[config.mk]
export PLATFORM = sky130hd
export DESIGN_NAME = seg_scan_decoder
export DESIGN_NICKNAME = d
export VERILOG_FILES = /design/src/rtl/seg_scan_decoder.sv
export SDC_FILE = /design/constraint.sdc
export NUM_CORES = 1
export LEC_CHECK = 0
export CAP_MARGIN = 5
export CORE_ASPECT_RATIO = 1.75
export CORE_MARGIN = 4
export CORE_UTILIZATION = 25
export DETAILED_ROUTE_END_ITERATION = 10
export GPL_TIMING_DRIVEN = 0
export PLACE_DENSITY_LB_ADDON = 0.1
export SYNTH_ARGS = -nofsm -noshare
export SYNTH_HDL_FRONTEND = slang
export SYNTH_SLANG_ARGS = --single-unit
[constraint.sdc]
create_clock -name clk -period 7.35 [get_ports clk]
set_input_delay 1.47 -clock clk [delete_from_list [all_inputs] [get_ports clk]]
set_output_delay 1.47 -clock clk [all_outputs]
set_load 0.05 [all_outputs]
[src/rtl/seg_scan_decoder.sv]
// seg_scan_decoder
//   Watches a multiplexed, active-low seven-segment bus and recovers the hex
//   nibble shown on each digit position. Serves as a display monitor and as a
//   loopback checker for display drivers.
//
// Ports:
//   clk          system clock
//   rst_n        asynchronous active-low reset
//   AN           observed anodes, active-low, bit i = digit i
//   hex          observed segments, active-low, bit0=a .. bit6=g
//   clr          synchronous clear of the sticky error flags
//   value        decoded nibbles, digit i at [4i+3:4i]
//   blank        digit i last accepted with all segments off
//   digit_seen   digits accepted since the last completed frame
//   frame_valid  one-cycle pulse when every digit has been accepted
//   seg_error    sticky, an undecodable pattern was accepted
//   scan_error   sticky, several anodes were low and stable
//   active       scan alive (an acceptance within the timeout window)
//
// state       | meaning
// ST_IDLE     | no single valid anode on the synchronized bus
// ST_TRACK    | one anode low, waiting for the pattern to hold steady
// ST_HOLD     | current pattern accepted, waiting for the bus to change
module seg_scan_decoder #(
    parameter int NUM_DIGITS     = 8,
    parameter int STABLE_CYCLES  = 4,
    parameter int TIMEOUT_CYCLES = 1000000
) (
    input  logic                      clk,
    input  logic                      rst_n,
    input  logic [NUM_DIGITS-1:0]     AN,
    input  logic [6:0]                hex,
    input  logic                      clr,
    output logic [4*NUM_DIGITS-1:0]   value,
    output logic [NUM_DIGITS-1:0]     blank,
    output logic [NUM_DIGITS-1:0]     digit_seen,
    output logic                      frame_valid,
    output logic                      seg_error,
    output logic                      scan_error,
    output logic                      active
);

    localparam int SW = $clog2(STABLE_CYCLES + 1);
    localparam int TW = $clog2(TIMEOUT_CYCLES + 1);

    localparam logic [1:0] ST_IDLE  = 2'd0;
    localparam logic [1:0] ST_TRACK = 2'd1;
    localparam logic [1:0] ST_HOLD  = 2'd2;

    logic [NUM_DIGITS-1:0] an_m, an_s, an_p;
    logic [6:0]            hex_m, hex_s, hex_p;
    logic [SW-1:0]         stab_cnt, stab_nxt;
    logic [TW-1:0]         tmo_cnt;
    logic [1:0]            state, state_nxt;

    logic [NUM_DIGITS-1:0] an_low, seen_nxt;
    logic                  one_hot, multi_hot, changed, reached;
    logic                  accept, frame_done, timeout, seg_set, scan_set;
    logic                  dec_ok, is_blank;
    logic [3:0]            dec_nib;

    function automatic logic [4:0] seg_decode(input logic [6:0] s);
        case (s)
            7'b100_0000: seg_decode = 5'h10;
            7'b111_1001: seg_decode = 5'h11;
            7'b010_0100: seg_decode = 5'h12;
            7'b011_0000: seg_decode = 5'h13;
            7'b001_1001: seg_decode = 5'h14;
            7'b001_0010: seg_decode = 5'h15;
            7'b000_0010: seg_decode = 5'h16;
            7'b111_1000: seg_decode = 5'h17;
            7'b000_0000: seg_decode = 5'h18;
            7'b001_0000: seg_decode = 5'h19;
            7'b000_1000: seg_decode = 5'h1A;
            7'b000_0011: seg_decode = 5'h1B;
            7'b100_0110: seg_decode = 5'h1C;
            7'b010_0001: seg_decode = 5'h1D;
            7'b000_0110: seg_decode = 5'h1E;
            7'b000_1110: seg_decode = 5'h1F;
            default:     seg_decode = 5'h00;
        endcase
    endfunction

    always_comb begin
        an_low    = ~an_s;
        one_hot   = (an_low != '0) && ((an_low & (an_low - 1'b1)) == '0);
        multi_hot = (an_low != '0) && !one_hot;
        changed   = (an_s != an_p) || (hex_s != hex_p);

        if (changed)
            stab_nxt = SW'(1);
        else if (stab_cnt == SW'(STABLE_CYCLES))
            stab_nxt = stab_cnt;
        else
            stab_nxt = stab_cnt + 1'b1;

        // Rising into the stable count, so a held multi-hot bus flags once.
        reached = (stab_nxt == SW'(STABLE_CYCLES)) && (stab_cnt != SW'(STABLE_CYCLES));

        {dec_ok, dec_nib} = seg_decode(hex_s);
        is_blank   = (hex_s == 7'h7F);
        accept     = (state == ST_TRACK) && one_hot && (stab_nxt == SW'(STABLE_CYCLES));
        seen_nxt   = digit_seen | an_low;
        frame_done = accept && (&seen_nxt);
        seg_set    = accept && !dec_ok && !is_blank;
        scan_set   = multi_hot && reached;
        timeout    = active && !accept && (tmo_cnt == TW'(1));

        state_nxt = state;
        case (state)
            ST_IDLE:  if (one_hot) state_nxt = ST_TRACK;
            ST_TRACK: begin
                if (!one_hot)
                    state_nxt = ST_IDLE;
                else if (stab_nxt == SW'(STABLE_CYCLES))
                    state_nxt = ST_HOLD;
            end
            ST_HOLD:  if (changed) state_nxt = one_hot ? ST_TRACK : ST_IDLE;
            default:  state_nxt = ST_IDLE;
        endcase
    end

    always_ff @(posedge clk or negedge rst_n) begin
        if (!rst_n) begin
            an_m        <= '1;
            an_s        <= '1;
            an_p        <= '1;
            hex_m       <= '1;
            hex_s       <= '1;
            hex_p       <= '1;
            stab_cnt    <= '0;
            tmo_cnt     <= '0;
            state       <= ST_IDLE;
            value       <= '0;
            blank       <= '1;
            digit_seen  <= '0;
            frame_valid <= 1'b0;
            seg_error   <= 1'b0;
            scan_error  <= 1'b0;
            active      <= 1'b0;
        end else begin
            an_m     <= AN;
            an_s     <= an_m;
            an_p     <= an_s;
            hex_m    <= hex;
            hex_s    <= hex_m;
            hex_p    <= hex_s;
            stab_cnt <= stab_nxt;
            state    <= state_nxt;

            frame_valid <= frame_done;
            seg_error   <= (seg_error & ~clr) | seg_set;
            scan_error  <= (scan_error & ~clr) | scan_set;

            if (accept) begin
                for (int i = 0; i < NUM_DIGITS; i++) begin
                    if (an_low[i]) begin
                        value[4*i +: 4] <= dec_ok ? dec_nib : 4'h0;
                        blank[i]        <= is_blank;
                    end
                end
                digit_seen <= frame_done ? '0 : seen_nxt;
                tmo_cnt    <= TW'(TIMEOUT_CYCLES);
                active     <= 1'b1;
            end else if (timeout) begin
                digit_seen <= '0;
                active     <= 1'b0;
            end else if (active) begin
                tmo_cnt <= tmo_cnt - 1'b1;
            end
        end
    end

endmodule
# [Word-level counts from Yosys, hierarchy flattened]
# Index checks and enable logic that the tools add are counted.
[totals] register_bits=122 in_bits=18 output_inout_bits=52 wordCells=120
[classes] n_addsub=3 eq_ne=28 mux=18 bitwise_logic=8 n_reduce_logical=33
[ops] op="$pmux W5 S16" n=1
[ops] op="$mux W20" n=3
[ops] op="$eq A7 B7 Y1 const B" n=5
[ops] op="$mux W8" n=3
[ops] op="$eq A7 B5 Y1 const B" n=3
[ops] op="$eq A7 B6 Y1 const B" n=3
[ops] op="$eq A20 B1 Y1 const B" n=1
[ops] op="$sub A20 B1 Y20 const B" n=1
[ops] op="$reduce_and A2 Y1" n=9
[ops] op="$eq A7 B2 Y1 const B" n=2
[ops] op="$eq A7 B4 Y1 const B" n=2
[ops] op="$logic_and A1 B1 Y1" n=11
[ops] op="$and A8 B8 Y8" n=1
[ops] op="$logic_not A8 Y1" n=1
[ops] op="$mux W2" n=4
[ops] op="$ne A8 B8 Y1" n=1
[ops] op="$not A8 Y8" n=1
[ops] op="$or A8 B8 Y8" n=1
[ops] op="$reduce_and A8 Y1" n=1
[ops] op="$reduce_bool A8 Y1" n=1
[ops] op="$sub A8 B1 Y8 const B" n=1
[ops] op="$eq A7 B3 Y1 const B" n=1
[ops] op="$logic_not A7 Y1" n=1
[ops] op="$ne A7 B7 Y1" n=1
[ops] op="other kinds (18)" n=31

# [Logic depth before layout (Yosys ltp)]
# Gate-level depths: netlist of run 1.
[logic_depth] depth_word=12 ltp_mapped=9 mapped_depth_nobuf=8

# [Worst setup path after synthesis of run 1]
# No wires, ideal clock.
[synth_path] kind="reg-to-reg" start="register stab_cnt[0]" end="register value[30]" setup_time_ns=0.125 arrival_time_ns=2.276 required_ns=7.225 slack_ns=4.950 path_stages_with_launch=9 n_path_buf=0 period_less_slack_ns=2.400 cell_sequence="dfrtp_1 inv_1 ha_1 nand4bb_1 a31oi_1 nor3b_1 nand3_2 nor3_4 mux2_2"
[synth_via] elab_chain_len=6 elab_cells_between_ends=7 classes_between="1 x add/sub; 2 x eq/ne; 2 x mux; 2 x reduce/logical"
[synth_rtl] item="from (decl)" line="52" source="logic [SW-1:0] stab_cnt, stab_nxt;"
[synth_rtl] item="from (signal assigned)" line="148" source="stab_cnt <= stab_nxt;"
[synth_rtl] item="$add A3 B1 Y3 or $eq A3 B3 Y1 (tied branches)" line="95, 92"
[synth_rtl] item="$mux W3 (*)" line="92" source="else if (stab_cnt == SW'(STABLE_CYCLES))"
[synth_rtl] item="$mux W3 (*)" line="90" source="if (changed)"
[synth_rtl] item="$eq A3 B3 Y1 (*)" line="102" source="accept = (state == ST_TRACK) && one_hot && (stab_nxt == SW'(STABLE_CYCLES));"
[synth_rtl] item="$logic_and A1 B1 Y1 (*)" line="102"
[synth_rtl] item="$reduce_and A2 Y1 (no source line) (*)"
[synth_rtl] item="to (signal, indexed assignment)" line="158" source="value[4*i +: 4] <= dec_ok ? dec_nib : 4'h0;"
[synth_rtl] item="to (decl)" line="34" source="output logic [4*NUM_DIGITS-1:0] value,"
# Every way passes the cells marked *; elsewhere a longest branch is shown, timed or not.
# A chain may end at the register's enable or synchronous reset.

# [Final worst setup path of run 1]
[layout_path] start="register blank[0]" end="output port blank[0]"
[layout_lines] item="from (decl)" line="35" source="output logic [NUM_DIGITS-1:0] blank,"
[layout_lines] item="from (signal, indexed assignment)" line="159" source="blank[i] <= is_blank;"
# No word-level cell between the ends.

==> results.tsv, run 1 <==
stage	metric	value	unit
yosys	adder-cell share of the synthesized area	0.961	%
worst_setup_path	Critical Path Max Stage Delay	800	ps
yosys	FFs w/ async S/R, synth	100	%
power_and_ir_drop	Pint	1.25	mW
sta	Worst Skew	8.31	ps
clock_network	clk slew on worst S/H paths	60	ps
worst_hold_path	hold path endpoint	an_s[6]	
yosys	Synth Area in Compound Gates	6.94	%
detailed_routing	DR iter-0 viols	162	
layout	final core occ	33.6	%
sta	Worst Tran Pin Value	942	ps
die	DIE HEIGHT	199	um
layout	leading cell type in the layout, fill and taps excluded	dfrtp_1	
worst_setup_path	Critical path buffers and inverters	1	
global_route	GRT Residual Overflow	0	
worst_setup_path	Worst R2R Path Depth	7	
detailed_routing	wire per inst	16.6	um
placed_design	IO Port Bufs	69	
yosys	post-synthesis cell area	0.00521	sq mm
yosys	post-synthesis sequential area ratio	59.9	%
layout	Layout area overhead	31.6	%
clock_network	CTS tree	done	
yosys	largest family of logic cells by synthesized area	simple AND/OR/NAND/NOR gates	
detailed_routing	Vias/cell	4.59	
yosys	Post-Synth XOR/XNOR Area	5.89	%
worst_setup_path	Critical R2R Launch	an_s[1]	
yosys	Cells after Synth	422	
yosys	post-synthesis net count	444	
sta	Final TNS setup	0	ps
worst_setup_path	Crit path max-delay family	buffers and inverters	
power_and_ir_drop	Psw	348	uW
outcome	outcome	completed	
sta	final setup fails	0	
worst_setup_path	RR Endpoint	digit_seen[0]	
worst_setup_path	CP max stage cell	clkdlybuf4s50_1	
detailed_routing	via count	3549	
global_route	pin count of the biggest net entering global routing	99	
sta	f_max	311	MHz
layout	layout cells sized above 1	26.2	%
layout	# fillers	2046	
clock_network	H-Tree Depth	4	
worst_setup_path	crit-path cells	clkdlybuf4s50_1	
worst_setup_path	crit start category	register	
yosys	area share of and/or/nand/nor cells after synthesis	15.3	%
worst_setup_path	Worst Setup Path Type	reg2out	
die	core footprint	0.0204	sq mm
worst_setup_path	WP data arrival	1750	ps
clock_network	postcts setup bufs	0	
detailed_routing	number of detailed-route iterations in the first pass	4	
placed_design	Post-Place Cell Area	0.00626	sq mm
clock_network	clk sinks	122	
clock_network	post-cts hold buffer count	0	
detailed_routing	Routed WL	12800	um
yosys	Synth cell types	53	
detailed_routing	Residual DRC	0	
power_and_ir_drop	switching share of total power	21.7	%
power_and_ir_drop	sequential share of power	44.2	%
clock_network	Max clock buf depth	2	
clock_network	CTS buffer count	17	
power_and_ir_drop	Pleak	2.97	nW
power_and_ir_drop	Final Power	1.60	mW
global_route	Total Routing Usage GR	11.9	%
worst_setup_path	CP Capture Type	output pin	
yosys	multiplexer share of the synthesized area	8.65	%
sta	slew margin rel.	36.4	%
power_and_ir_drop	Max IR drop VDD	0.111	mV
sta	final cycle utilization of the critical path	43.7	%
power_and_ir_drop	Power Dens Cells	234	mW/mm^2
worst_hold_path	Worst Hold Launch	an_m[6]	
worst_setup_path	data required time of the critical path	5880	ps
yosys	Yosys Warn Count	0	
clock_network	CTS root buffer	clkbuf_16	
die	Starting Density	25.6	%
die	DIE AREA	0.0233	sq mm
layout	fin nets	535	
worst_hold_path	Min-Delay Path Class	reg2reg	
sta	RSZ-0062 raised after global routing	no	
placed_design	RePlAce Congestion	0.778	
sta	Hold WS	352	ps
power_and_ir_drop	Clk network pwr share	52.1	%
layout	ant diodes	0	
worst_setup_path	worst-path fanout max	2	
run	max-capacitance violation count	0	
global_route	antenna violations before repair	0	
placed_design	post-DP HPWL	9320	um
layout	Finished Cell Area	0.00685	sq mm
worst_setup_path	flop-to-flop setup slack	4490	ps
sta	Final Max Tran Viols	0	
yosys	Avg Inst Size Synth	12.3	sq um
layout	commonest cells after routing, fill and taps aside	dfrtp_1, clkdlybuf4s50_1, dfstp_2	
power_and_ir_drop	Comb pwr share	3.7	%
sta	Final Hold Fails	0	
yosys	#FFs+latches synth	122	
die	# rows	69	
sta	Tmin final	3220	ps
clock_network	post-cts resize count	0	
global_route	first-pass GRT wire length	20500	um
yosys	number of flops mapped to enable cells by yosys	0	
yosys	Top FF cell, synth	dfrtp_1	
detailed_routing	DRT antenna net count	0	
die	Die W	117	um
worst_hold_path	Hold Path Cell Cnt	0	
clock_network	later-pin clock latency in the skew report	420	ps
die	I/O pin total	70	
global_route	number of global-route vias before repair	3756	
## flip-flops by register name, summed over array words and instances (netlist names), 2 cells and up
| register | count |
|---|---|
| an_m | 8 |
| an_p | 8 |
| an_s | 8 |
| blank | 8 |
| digit_seen | 8 |
| hex_m | 7 |
| hex_p | 7 |
| hex_s | 7 |
| stab_cnt | 3 |
| state | 2 |
| tmo_cnt | 20 |
| value | 32 |
## synthesized netlist by cell type (3+ instances only)
library cell	n	area share (%)
nor3_4	6	1.9
and3_1	5	0.60
ha_1	4	0.96
clkbuf_1	6	0.43
o41ai_1	3	0.50
dfrtp_1	69	33
nor2_1	28	2.0
nand2_1	36	2.6
mux2_2	33	7.1
a21oi_1	7	0.67
buf_2	4	0.38
o21ai_0	8	0.77
dfstp_2	53	27
nand3b_1	6	0.86
nand3_1	5	0.48
xor2_1	10	1.7
nor3_1	16	1.5
nor3b_1	4	0.58
inv_1	16	1.2
o22ai_1	6	0.72
nor4_1	8	0.96
o2111ai_1	9	1.5
mux2_1	7	1.5
o21ai_1	4	0.38
nand4_1	9	1.1
xnor2_1	25	4.2
## per-layer routing
metal  track usage [%]  up-vias  wire length [um]
li1                  -     1697                 -
met1              12.9     1738              4990
met2              20.9       93              7090
met3              3.87       21               477
met4              5.02        0               266
met5                 0        -                 0
## logic make-up (layout without fill, tap and decap cells)
family,after synthesis,in the layout
adders and majority gates,4,4
muxes,40,40
AOI/OAI and AO/OA,52,52
and+or+nand+nor,140,140
buffers and inverters,29,133
DFF,122,122
xor gates and xnor gates,35,35
## through the flow
stage / instances / setup slack [ps]
after floorplan: 422 / 4950
after global placement: 739 / -37.9
after detailed placement: 742 / 4360
after CTS: 774 / 4100
after global routing: 774 / 4080
final: 774 / 4130
## power groups by stage
stage          registers [mW]  clock network (mW)  logic [mW]
2_1_floorplan           0.714                   0      0.0267
3_3_place_gp            0.718                   0      0.0585
3_5_place_dp            0.719                   0      0.0619
4_1_cts                 0.708               0.866      0.0622
5_1_grt                 0.709               0.898      0.0681
6_report                0.707               0.834      0.0599
## worst max path at each step
stage | start | to | slack (ps) | cells after the start
finish | blank[0] | blank[0] | 4130 | 1
global route | blank[2] | blank[2] | 4080 | 1
CTS | blank[2] | blank[2] | 4100 | 1
detailed placement | an_s[1] | digit_seen[0] | 4360 | 7
global placement | rst_n | value[29] | -40 | 1
floorplan | stab_cnt[0] | value[30] | 4950 | 8
## area by class of cell
class	instances	area (sq um)	share of cell area (%)
Buffer	13	61.3	0.895
Clock buffer	21	482	7.03
Clock inverter	11	114	1.66
Inverter	16	60.1	0.876
Multi-Input combinational cell	271	1970	28.8
Sequential cell	122	3120	45.5
Tap cell	248	310	4.53
Timing Repair Buffer	72	732	10.7
No activity file was read; power rests on OpenSTA's default activity.
==> run 2: changes to the inputs <==
- clock period: 7.35 -> 2.63 ns (I/O delays scaled with it)
==> run 2 against run 1 <==
Final cell count is 1.3% higher. First-iteration DRC count is 4.9% lower. Global-route usage hardly changed. Register-to-register slack worse by 4400 ps. Clock power grew to 2.8 times the previous value.
==> results.tsv, run 2 (synthesis gave the netlist of run 1 again) <==
stage	metric	value	unit
outcome	outcome	completed	
clock_network	CTS buffer count	17	
worst_setup_path	Critical path buffers and inverters	1	
placed_design	RePlAce Congestion	0.778	
worst_setup_path	flop-to-flop setup slack	120	ps
worst_setup_path	crit-path cells	nand2_1 > or4b_1 > and3_1 > buf_6 > nor3_4 > mux2_2	
clock_network	clk slew on worst S/H paths	60	ps
placed_design	IO Port Bufs	69	
sta	final cycle utilization of the critical path	95.5	%
sta	Tmin final	2510	ps
detailed_routing	DRT antenna net count	0	
sta	fin worst setup slack	119	ps
global_route	Total Routing Usage GR	11.9	%
global_route	first-pass GRT wire length	20600	um
worst_setup_path	Worst Setup Path Type	reg2reg	
die	core footprint	0.0204	sq mm
clock_network	CTS tree	done	
power_and_ir_drop	Final Power	4.49	mW
placed_design	post-DP HPWL	9320	um
detailed_routing	Vias/cell	4.57	
worst_setup_path	CP Capture Type	register	
detailed_routing	wire per inst	16.6	um
detailed_routing	number of detailed-route iterations in the first pass	4	
layout	Reg with most FFs	value	
sta	Worst Tran Pin Value	665	ps
worst_setup_path	Critical Path Max Stage Delay	640	ps
detailed_routing	via count	3581	
worst_hold_path	Worst Hold Launch	an_m[6]	
worst_setup_path	CP max stage cell	dfstp_2	
die	Starting Density	25.6	%
worst_setup_path	WP data arrival	2810	ps
worst_hold_path	Min-Delay Path Class	reg2reg	
layout	max reg flops	32	
sta	RSZ-0062 raised after global routing	no	
global_route	GRT Residual Overflow	0	
layout	commonest cells after routing, fill and taps aside	dfrtp_1, clkdlybuf4s50_1, dfstp_2	
placed_design	Cells after DPL	742	
worst_setup_path	Crit path max-delay family	simple AND/OR/NAND/NOR gates	
die	DIE AREA	0.0233	sq mm
worst_setup_path	data required time of the critical path	2930	ps
sta	final setup fails	0	
clock_network	H-Tree Depth	4	
layout	Layout Cells excl Fill	784	
sta	slew margin rel.	55.0	%
die	# rows	69	
global_route	antenna violations before repair	0	
run	max-capacitance violation count	0	
power_and_ir_drop	Pleak	3.04	nW
layout	Regs by FF count	value: 32 flops, tmo_cnt: 20 flops	
sta	Worst Skew	8.86	ps
worst_setup_path	crit start category	register	
worst_hold_path	Hold Path Cell Cnt	0	
detailed_routing	DR iter-0 viols	154	
global_route	pin count of the biggest net entering global routing	99	
die	Die W	117	um
clock_network	later-pin clock latency in the skew report	420	ps
layout	ant diodes	0	
sta	Final Hold Fails	0	
detailed_routing	Routed WL	13000	um
layout	fin nets	545	
worst_hold_path	hold path endpoint	an_s[6]	
clock_network	Max clock buf depth	2	
sta	Final Max Tran Viols	0	
detailed_routing	Residual DRC	0	
die	I/O pin total	70	
layout	layout cells sized above 1	29.5	%
worst_setup_path	worst-path fanout max	8	
global_route	number of global-route vias before repair	3755	
clock_network	clk sinks	122	
worst_setup_path	Worst R2R Path Depth	6	
power_and_ir_drop	Max IR drop VDD	0.309	mV
layout	# fillers	2040	
placed_design	pre-CTS setup slack	-359	ps
worst_setup_path	RR Endpoint	value[19]	
power_and_ir_drop	Power Dens Cells	637	mW/mm^2
die	DIE HEIGHT	199	um
worst_setup_path	Critical R2R Launch	an_s[7]	
clock_network	CTS root buffer	clkbuf_16	
layout	Layout area overhead	35.5	%
sta	f_max	398	MHz
run 2: cell types whose count changed in the layout (fill, tap and decap cells not counted), sizes merged:
cell         before  now
buf              11   21
clkbuf           27   26
dlygate4sd3       0    1
run 2: worst max-delay path by stage:
stage | from | to | slack (ps) | depth (start not counted)
final | an_s[7] | value[19] | 120 | 6
after floorplan | stab_cnt[0] | value[30] | 230 | 8
after CTS | an_s[7] | digit_seen[0] | 8 | 8
after detailed placement | an_s[1] | digit_seen[0] | -360 | 7
after global placement | rst_n | value[28] | -3810 | 1
after global routing | an_s[2] | value[19] | 4 | 6
run 2: cell type report:
cell class | instances | area (sq um) | area share (%)
multi-input cells | 271 | 2090 | 29.7
plain buffers | 11 | 52.6 | 0.745
inverters | 16 | 60.1 | 0.851
repair buffers | 84 | 825 | 11.7
clock inverters | 11 | 114 | 1.61
clock buffers | 21 | 482 | 6.83
well taps | 248 | 310 | 4.40
flip-flops and latches | 122 | 3120 | 44.2
run 2: what timing repair did:
item,in CTS,in global routing
gates cloned,0,0
resized for setup,11,8
endpoints found under the hold margin,17,0
hold buffers,1,0
buffers inserted,2,9
pin swaps,2,5
endpoints found under the setup margin,60,61
run 2: worst register-to-register path, cell delays in order, from the launching register on:
cell,delay [ps]
dfstp_2,640
nand2_1,150
or4b_1,550
and3_1,210
buf_6,160
nor3_4,310
mux2_2,370
run 2: metal layers:
metal	wire length [um]	global-route usage, %	part of all wire, %	up-vias
met5	0	0	0	-
met4	262	4.89	2.0	0
met3	475	3.87	3.7	19
met2	7260	20.9	56	72
met1	5010	13.0	39	1775
li1	-	-	-	1715
run 2: stage by stage:
step / hold WS, ps / setup TNS (ps) / cell area, sq um / utilization (%)
final: 353 / 0 / 7060 / 34.6
after global routing: 354 / 0 / 7060 / 34.6
after CTS: 355 / 0 / 6930 / 34.0
after detailed placement: 347 / -12010 / 6260 / 30.7
after global placement: 346 / -398130 / 6210 / 30.5
after floorplan: 230 / 0 / 5210 / -
run 2: power by group:
part | internal (mW) | leakage, nW | switching, mW
registers | 1.94 | 1.51 | 0.0374
logic | 0.0703 | 1.22 | 0.109
clock network | 1.50 | 0.303 | 0.837
==> run 3: changes to the inputs <==
- DONT_BUFFER_PORTS: default -> 1
==> run 3 against run 2 <==
Critical path type unchanged. Non-clock buffer count decreased by 70. Hold slack got worse by 540 ps. Register-to-register slack worse by 20 ps. Clock skew decreased by 1.3 ps. Count of clock-buffer cells in the layout unchanged. Via count fell by 5.8%. Highest routed layer unchanged. The run now ends with hold timing left. Die area did not move. Largest cell class unchanged. Wire length fell by 0.91%. Total power is 0.63% lower. Sequential share of layout area grew 4.8 points.
==> results.tsv, run 3 (synthesis gave the netlist of run 1 again) <==
stage	metric	value	unit
layout	final core occ	31.2	%
sta	final cycle utilization of the critical path	96.2	%
power_and_ir_drop	Pint	3.49	mW
power_and_ir_drop	switching share of total power	21.9	%
layout	Layout Cells excl Fill	714	
run	max-capacitance violation count	0	
worst_setup_path	data required time of the critical path	2920	ps
die	Die W	117	um
power_and_ir_drop	Power Dens Cells	702	mW/mm^2
layout	commonest cells after routing, fill and taps aside	dfrtp_1, dfstp_2, nand2_1	
power_and_ir_drop	Max IR drop VDD	0.317	mV
global_route	Total Routing Usage GR	11.6	%
sta	slew margin rel.	42.8	%
placed_design	post-DP HPWL	9050	um
sta	Tmin final	2530	ps
detailed_routing	Routed WL	12900	um
layout	Regs by FF count	value: 32 flops, tmo_cnt: 20 flops	
die	I/O pin total	70	
global_route	first-pass GRT wire length	20100	um
power_and_ir_drop	Psw	978	uW
global_route	GRT Residual Overflow	0	
layout	ant diodes	0	
global_route	antenna violations before repair	0	
sta	Hold WS	-191	ps
detailed_routing	via count	3373	
sta	final setup fails	0	
outcome	outcome	finished with violations	
layout	layout cells sized above 1	34.8	%
sta	fin worst setup slack	99.0	ps
sta	Final Max Tran Viols	0	
die	DIE AREA	0.0233	sq mm
power_and_ir_drop	Final Power	4.46	mW
worst_setup_path	crit start category	register	
global_route	pin count of the biggest net entering global routing	123	
detailed_routing	number of detailed-route iterations in the first pass	4	
worst_setup_path	flop-to-flop setup slack	100	ps
layout	Reg with most FFs	value	
clock_network	Max clock buf depth	2	
sta	Worst Skew	7.60	ps
worst_setup_path	Worst R2R Path Depth	9	
worst_setup_path	Worst Setup Path Type	reg2reg	
detailed_routing	Vias/cell	4.72	
clock_network	clk slew on worst S/H paths	60	ps
detailed_routing	Residual DRC	0	
die	Starting Density	25.6	%
placed_design	RePlAce Congestion	0.812	
layout	Finished Cell Area	0.00636	sq mm
sta	f_max	395	MHz
clock_network	CTS tree	done	
power_and_ir_drop	sequential share of power	44.4	%
clock_network	later-pin clock latency in the skew report	410	ps
layout	max reg flops	32	
detailed_routing	DR iter-0 viols	171	
clock_network	CTS root buffer	clkbuf_16	
clock_network	H-Tree Depth	4	
layout	fin nets	475	
placed_design	pre-CTS setup slack	-384	ps
global_route	number of global-route vias before repair	3564	
worst_setup_path	worst-path fanout max	7	
outcome	failing checks	hold timing	
sta	Final Hold Fails	95	
detailed_routing	DRT antenna net count	0	
worst_setup_path	CP Capture Type	register	
worst_setup_path	Critical R2R Launch	stab_cnt[0]	
worst_setup_path	RR Endpoint	value[31]	
worst_setup_path	WP data arrival	2820	ps
die	core footprint	0.0204	sq mm
power_and_ir_drop	Clk network pwr share	53.1	%
placed_design	Cells after DPL	671	
die	DIE HEIGHT	199	um
worst_hold_path	Min-Delay Path Class	in2async	
placed_design	IO Port Bufs	0	
clock_network	CTS buffer count	17	
sta	Final TNS setup	0	ps
sta	Worst Tran Pin Value	853	ps
power_and_ir_drop	Comb pwr share	2.5	%
clock_network	clk sinks	122	
power_and_ir_drop	Pleak	2.78	nW
layout	leading cell type in the layout, fill and taps excluded	dfrtp_1	
die	# rows	69	
layout	Layout area overhead	22.1	%
detailed_routing	wire per inst	18.1	um
placed_design	Post-Place Cell Area	0.00554	sq mm
==> run 3: cell types whose count changed in the layout (fill, tap and decap cells not counted), sizes merged <==
cell	before	now
buf	21	20
clkdlybuf4s50	68	0
bufinv	2	1
dlygate4sd3	1	0
clkinvlp	0	1
==> run 3: layer usage <==
layer	GRT usage (%)	wire (um)	vias up
met3	4.26	697	12
met5	0	0	-
met4	4.59	148	0
met1	11.9	4680	1710
li1	-	-	1577
met2	21.0	7360	74
==> run 3: worst max-delay path by stage <==
stage                            from             to  slack (ps)  depth (start not counted)
after CTS                  tmo_cnt[1]     tmo_cnt[6]           5                          8
after global placement       hex_s[0]      seg_error        -580                          6
after floorplan           stab_cnt[0]      value[30]         230                          8
after global routing          an_s[1]      value[12]         -40                          7
after detailed placement  stab_cnt[0]  digit_seen[1]        -380                          9
final                     stab_cnt[0]      value[31]         100                          9
==> run 3: cell type report <==
cell class / count / area, sq um
Multi-Input combinational cell: 271 / 2090
Buffer: 11 / 52.6
Tap cell: 248 / 310
Inverter: 16 / 60.1
Timing Repair Buffer: 14 / 109
Clock buffer: 21 / 514
Fill cell: 2087 / 14000
Sequential cell: 122 / 3120
Clock inverter: 11 / 101
==> run 3: repair_timing <==
item / 4_1_cts / 5_1_grt
resized for setup: 10 / 11
endpoints found under the setup margin: 59 / 45
buffers inserted: 2 / 11
pin swaps: 2 / 4
endpoints found under the hold margin: 122 / 122
==> run 3: power groups by stage <==
| stage | registers [mW] | logic, mW | clock network [mW] |
|---|---|---|---|
| 2_1_floorplan | 2.00 | 0.0745 | 0 |
| 3_3_place_gp | 2.01 | 0.100 | 0 |
| 3_5_place_dp | 2.01 | 0.102 | 0 |
| 4_1_cts | 1.98 | 0.103 | 2.47 |
| 5_1_grt | 1.99 | 0.123 | 2.55 |
| 6_report | 1.98 | 0.112 | 2.37 |
==> run 3: critical path: stages, from the launching register on <==
cell	delay, ps
dfrtp_1	440
inv_1	70
ha_2	210
nand4bb_4	240
a31oi_4	230
nor3b_4	270
nand3_4	230
nor3_4	250
buf_6	150
mux2_2	330
